===== src/rtl/serial_mag_comparator.sv =====
// serial_mag_comparator
// MSB-first bit-serial magnitude comparator for two WIDTH-bit operands,
// unsigned or two's-complement per operation, under a start/busy/done
// handshake. G/E/L are registered and only change on the done edge.
//
// Build option: SERIAL_CMP_EARLY_EXIT_EN
//   defined   - finish on the first differing bit (1..WIDTH cycles)
//   undefined - constant-time: always scan all WIDTH bits, finish on t(WIDTH)
//
// state | meaning
// ------+-------------------------------------------------------------
// IDLE  | waiting for start; operands/flags held; start accepted here
// RUN   | scanning bit idx of captured operands, one bit per clock
module serial_mag_comparator #(
  parameter int WIDTH = 8
) (
  input  logic             clk,
  input  logic             rst_n,
  input  logic             start,
  input  logic [WIDTH-1:0] a,
  input  logic [WIDTH-1:0] b,
  input  logic             is_signed,
  output logic             busy,
  output logic             done,
  output logic             G,
  output logic             E,
  output logic             L
);

  // Guard the clog2 so an illegal WIDTH still reaches the error below
  // instead of failing on a zero-width vector first.
  localparam int IDX_W = (WIDTH > 2) ? $clog2(WIDTH) : 1;
  localparam logic [IDX_W-1:0] IDX_MAX = IDX_W'(WIDTH - 1);

  generate
    if (WIDTH < 2) begin : g_width_check
      $error("serial_mag_comparator: WIDTH must be 2 or more");
    end
  endgenerate

  typedef enum logic [0:0] {
    ST_IDLE = 1'b0,
    ST_RUN  = 1'b1
  } state_t;

  state_t           state_q, state_d;
  logic [WIDTH-1:0] a_q, a_d;
  logic [WIDTH-1:0] b_q, b_d;
  logic             sgn_q, sgn_d;
  logic [IDX_W-1:0] idx_q, idx_d;
  logic             busy_q, busy_d;
  logic             done_q, done_d;
  logic             g_q, g_d;
  logic             e_q, e_d;
  logic             l_q, l_d;

`ifndef SERIAL_CMP_EARLY_EXIT_EN
  // First difference seen so far in the scan, and whether A won it.
  logic             found_q, found_d;
  logic             fg_q, fg_d;
`endif

  logic bit_a;
  logic bit_b;
  logic bits_differ;
  logic at_msb;
  logic at_lsb;
  logic a_wins;

  assign bit_a       = a_q[idx_q];
  assign bit_b       = b_q[idx_q];
  assign bits_differ = bit_a ^ bit_b;
  assign at_msb      = (idx_q == IDX_MAX);
  assign at_lsb      = (idx_q == '0);
  // On a differing bit, the operand holding the 1 is larger, except at the
  // sign bit of a signed compare where the 1 marks the negative operand.
  assign a_wins      = (sgn_q && at_msb) ? ~bit_a : bit_a;

  // Next-state, datapath capture and result flags.
  always_comb begin
    state_d = state_q;
    a_d     = a_q;
    b_d     = b_q;
    sgn_d   = sgn_q;
    idx_d   = idx_q;
    busy_d  = busy_q;
    done_d  = 1'b0;
    g_d     = g_q;
    e_d     = e_q;
    l_d     = l_q;
`ifndef SERIAL_CMP_EARLY_EXIT_EN
    found_d = found_q;
    fg_d    = fg_q;
`endif

    case (state_q)
      ST_IDLE: begin
        if (start) begin
          a_d     = a;
          b_d     = b;
          sgn_d   = is_signed;
          idx_d   = IDX_MAX;
          busy_d  = 1'b1;
          state_d = ST_RUN;
`ifndef SERIAL_CMP_EARLY_EXIT_EN
          found_d = 1'b0;
          fg_d    = 1'b0;
`endif
        end
      end

      ST_RUN: begin
`ifdef SERIAL_CMP_EARLY_EXIT_EN
        if (bits_differ) begin
          g_d     = a_wins;
          l_d     = ~a_wins;
          e_d     = 1'b0;
          done_d  = 1'b1;
          busy_d  = 1'b0;
          state_d = ST_IDLE;
        end else if (at_lsb) begin
          g_d     = 1'b0;
          l_d     = 1'b0;
          e_d     = 1'b1;
          done_d  = 1'b1;
          busy_d  = 1'b0;
          state_d = ST_IDLE;
        end else begin
          idx_d = idx_q - 1'b1;
        end
`else
        // Only the first (most significant) difference decides; later
        // differences are scanned but ignored so timing is data-independent.
        if (!found_q && bits_differ) begin
          found_d = 1'b1;
          fg_d    = a_wins;
        end
        if (at_lsb) begin
          g_d     = found_d & fg_d;
          l_d     = found_d & ~fg_d;
          e_d     = ~found_d;
          done_d  = 1'b1;
          busy_d  = 1'b0;
          state_d = ST_IDLE;
        end else begin
          idx_d = idx_q - 1'b1;
        end
`endif
      end

      default: begin
        state_d = ST_IDLE;
        busy_d  = 1'b0;
      end
    endcase
  end

  // State and datapath registers; reset aborts any compare in flight.
  always_ff @(posedge clk or negedge rst_n) begin
    if (!rst_n) begin
      state_q <= ST_IDLE;
      a_q     <= '0;
      b_q     <= '0;
      sgn_q   <= 1'b0;
      idx_q   <= '0;
      busy_q  <= 1'b0;
      done_q  <= 1'b0;
      g_q     <= 1'b0;
      e_q     <= 1'b0;
      l_q     <= 1'b0;
    end else begin
      state_q <= state_d;
      a_q     <= a_d;
      b_q     <= b_d;
      sgn_q   <= sgn_d;
      idx_q   <= idx_d;
      busy_q  <= busy_d;
      done_q  <= done_d;
      g_q     <= g_d;
      e_q     <= e_d;
      l_q     <= l_d;
    end
  end

`ifndef SERIAL_CMP_EARLY_EXIT_EN
  // First-difference tracking for the constant-time scan.
  always_ff @(posedge clk or negedge rst_n) begin
    if (!rst_n) begin
      found_q <= 1'b0;
      fg_q    <= 1'b0;
    end else begin
      found_q <= found_d;
      fg_q    <= fg_d;
    end
  end
`endif

  assign busy = busy_q;
  assign done = done_q;
  assign G    = g_q;
  assign E    = e_q;
  assign L    = l_q;

endmodule

===== config.mk =====
export PLATFORM = sky130hd
export DESIGN_NAME = serial_mag_comparator
export DESIGN_NICKNAME = d
export VERILOG_FILES = /design/src/rtl/serial_mag_comparator.sv
export SDC_FILE = /design/constraint.sdc
export NUM_CORES = 1
export LEC_CHECK = 0
export CORE_MARGIN = 5
export CORE_UTILIZATION = 55
export DETAILED_ROUTE_END_ITERATION = 6
export PLACE_DENSITY_LB_ADDON = 0.3
export SLEW_MARGIN = 10
export SYNTH_ARGS = -nofsm -noshare
export SYNTH_HDL_FRONTEND = slang
export SYNTH_SLANG_ARGS = --single-unit

===== constraint.sdc =====
create_clock -name clk -period 4.1 [get_ports clk]
set_clock_uncertainty 0.15 [all_clocks]
set_input_delay 1.23 -clock clk [delete_from_list [all_inputs] [get_ports clk]]
set_output_delay 1.23 -clock clk [all_outputs]
set_load 0.005 [all_outputs]

# Word-level counts from Yosys, hierarchy flattened
# Cells that the tools add are included.
[totals] reg_bits=28 inputBits=20 out_inout_bits=5 wordCells=56
[op_classes] n_addsub=1 order_cmp=1 n_eq_ne=4 n_mux=23 bitwise_logic=7 n_reduce_logical=8
[ops] op="$mux W1" count=14
[ops] op="$pmux W1 S2" count=4
[ops] op="$reduce_and A2 Y1" count=4
[ops] op="$bmux W1 S3" count=2
[ops] op="$mux W3" count=2
[ops] op="$pmux W3 S2" count=1
[ops] op="$lt A3 B4 Y1 const B" count=1
[ops] op="$ne A2 B2 Y1 const B" count=2
[ops] op="$not A1 Y1" count=4
[ops] op="$eq A3 B3 Y1 const B" count=1
[ops] op="$logic_not A3 Y1" count=1
[ops] op="$sub A3 B1 Y3 const B" count=1
[ops] op="$and A1 B1 Y1" count=2
[ops] op="$logic_and A1 B1 Y1" count=2
[ops] op="$ne A2 B1 Y1 const B" count=1
[ops] op="$logic_not A1 Y1" count=1
[ops] op="$xor A1 B1 Y1" count=1

# Depth between registers and ports, before layout
[depth] ltp_word=8 depth_mapped=8 mapped_depth_nobuf=7

# Worst setup path before layout
# Ideal clock, no wire load.
[synth_timing] path_kind="input port to flip-flop" start="in start" end="reg a_q[6]" setup_time_ps=125 arrival_time_ps=2064 t_required_ps=3825 setup_slack_ps=1761 cell_stages=3 path_buffers=1 cell_sequence="nor2b_1 -> clkbuf_1 -> mux2_2"
[synth_via] elab_chain_len=1
[synth_rtl] item="start: declaration" line_no="19" source="input logic start,"
[synth_rtl] item="$reduce_and A2 Y1 (no line)"
[synth_rtl] item="end signal: assignment" line_no="162" source="a_q <= '0;"
[synth_rtl] item="end signal: assignment" line_no="173" source="a_q <= a_d;"
[synth_rtl] item="end: declaration" line_no="47" source="logic [WIDTH-1:0] a_q, a_d;"
# Every way passes these cells.
# A chain may end at the register's enable or synchronous reset.

# Worst setup path in the final report
[layout_timing] start="reg l_q (netlist: L)" end="out L"
[layout_rtl] item="start: declaration" line_no="55" source="logic l_q, l_d;"
[layout_rtl] item="start signal: assignment" line_no="181" source="l_q <= l_d;"
[layout_rtl] item="end: declaration" line_no="27" source="output logic L"
# No word-level cell between the ends.

==> metrics.csv <==
metric,value,unit
status,"complete, no violations",
tns,0,ps
final_common_cell,dfrtp_1,
chipWidth,59.5,um
cp_data_arrival_time,1200,ps
finalSetupViolCount,0,
antenna_found_initial,0,
final.period_utilization,62.9,%
diodes,0,
drc_errors,0,
dr_total_vias,878,
leakagePower,0.706,nW
vdd_drop_max,424,uV
grt_pass1_wl,4.39,mm
worstMarginPinSlew,445,ps
fin_util,67.7,%
slew_headroom,70.4,%
layout-drive-gt1-share,23.6,%
synthCells,103,
cts_sinks,28,
place_hpwl,1.84,mm
final_nets,152,
max_cap_viol_count,0,
fp.dieH,59.5,um
num_io_pins,25,
synth_edf_count,0,
yosysTopAreaCellShare,52.0,%
die_area,3540,sq um
worstSkewPairLatency,320,ps
yosysSeqAreaShare,52.0,%
hold_slack,364,ps
critPathBufInv,1,
synth_top_area_cell,dfrtp_1,
netlist_area,1350,sq um
grt_pass1_vias,977,
grt_usage,16.4,%
slowest_delay,500,ps
drv_slew,0,
power.density,753,nW/um^2
cts_tree,done,
cts-resized-gates,0,
detail_route.wl_per_cell,15.2,um
synth.net_count,126,
clock_path_buffers,2,
timing_worst_setup_path_type,register to output port,
dr.first_iter.drc_count,25,
io_buffers,24,
critPathLaunchType,register,
fmax,388,MHz
crit_fanout,2,
ys.flop_type,dfrtp_1,
start_util,55.9,%
rsz0062_at_grt,false,
core_area,2410,sq um
post-route-min-period,2580,ps
area_growth,21.2,%
synth_area_leaders,"dfrtp_1, mux2_2, mux4_2",
cts_root_buf,clkbuf_4,
cp.required,2720,ps
crit_chain,clkdlybuf4s50_1,
cts_setup_buffers,0,
hold_buffers,0,
syn_avg_cell_area,13.1,sq um
overflow,0,
place_inst,154,
fin_cells,157,
path_clk_slew,140,ps
numCtsBuffers,3,
synth_cell_type_count,34,
ant_nets,0,
cts_htree_levels,1,
hold_viol_final,0,
firstDrtPassIters,3,
routabilityCongestion,0.813,
async_flop_share,100,%
ys_warn_count,0,
slowest_stage,clkdlybuf4s50_1,
rows,18,
final_cell_mix,"dfrtp_1, clkdlybuf4s50_1, mux2_2, nor2_1, inv_1",
min_path_type,register to register,
endpoint_kind,output port,
ys_seq_elements,28,
viasPerCell,5.59,
grt_start_max_net_pins,29,
crit_family,buffers and inverters,
wirelength,2.39,mm
[routing by layer]
metal  up-vias  track usage (%)  wire length [um]
met4         0             5.83                17
met5         -                0                 0
li1        418                -                 -
met2        16             30.4              1290
met1       442             18.7               977
met3         2             2.40               108
[final timing paths]
path                       startpoint  cells past startpoint  slack [ps]      to
max                                 L                      1        1520       L
min                                 G                      2         360       G
max reg2reg                  idx_q[0]                      5        1760    fg_q
min reg2reg                         G                      2         360       G
max in group asynchronous       rst_n                      2        2420  b_q[5]
min in group asynchronous       rst_n                      2        1110  b_q[1]
[cells by family after synthesis]
logic type	count (synthesis)	synth area share [%]
adder cells (fa/ha/maj)	3	2.79
AO/OA/AOI/OAI	17	9.48
XOR/XNOR	1	0.651
flip-flops	28	52.0
multiplexers	23	22.4
buffers and inverters	10	3.62
AND/OR/NAND/NOR	21	9.02
[flip-flops by register name, indices dropped and copies added, names as in the netlist]
register,flops
found_q,1
L,1
busy,1
E,1
done,1
b_q,8
state_q,1
idx_q,3
sgn_q,1
G,1
a_q,8
fg_q,1
[power breakdown]
| group | switching, mW | internal, mW | total (mW) |
|---|---|---|---|
| Sequential | 0.119 | 0.410 | 0.529 |
| Clock | 0.0757 | 0.0344 | 0.110 |
| Combinational | 0.245 | 0.346 | 0.590 |
[metrics by stage]
stage / setup WS (ps) / power [mW] / area [sq um]
after floorplan: 1760 / 0.976 / 1350
after global placement: 1300 / 1.09 / 1610
after detailed placement: 1290 / 1.14 / 1610
after CTS: 1510 / 1.25 / 1630
after global routing: 1480 / 1.33 / 1630
final: 1520 / 1.23 / 1630
[Yosys cell counts, types with 2 or more instances]
library cell  count
ha_1              3
mux2i_1           2
o41ai_1           3
nor3_1            2
clkbuf_1          2
inv_1             5
and3_1            2
mux4_2            3
nor2b_1           3
nand2_1           2
mux2_2           17
nor2_1            7
a21oi_1           4
dfrtp_1          28
[area by class of cell]
cell class | instances | area [sq um]
flip-flops and latches | 28 | 701
multi-input cells | 65 | 597
well taps | 30 | 37.5
inverters | 5 | 18.8
fillers | 188 | 778
clock buffers | 3 | 22.5
repair buffers | 26 | 255
Power figures use the tool's default switching activity.
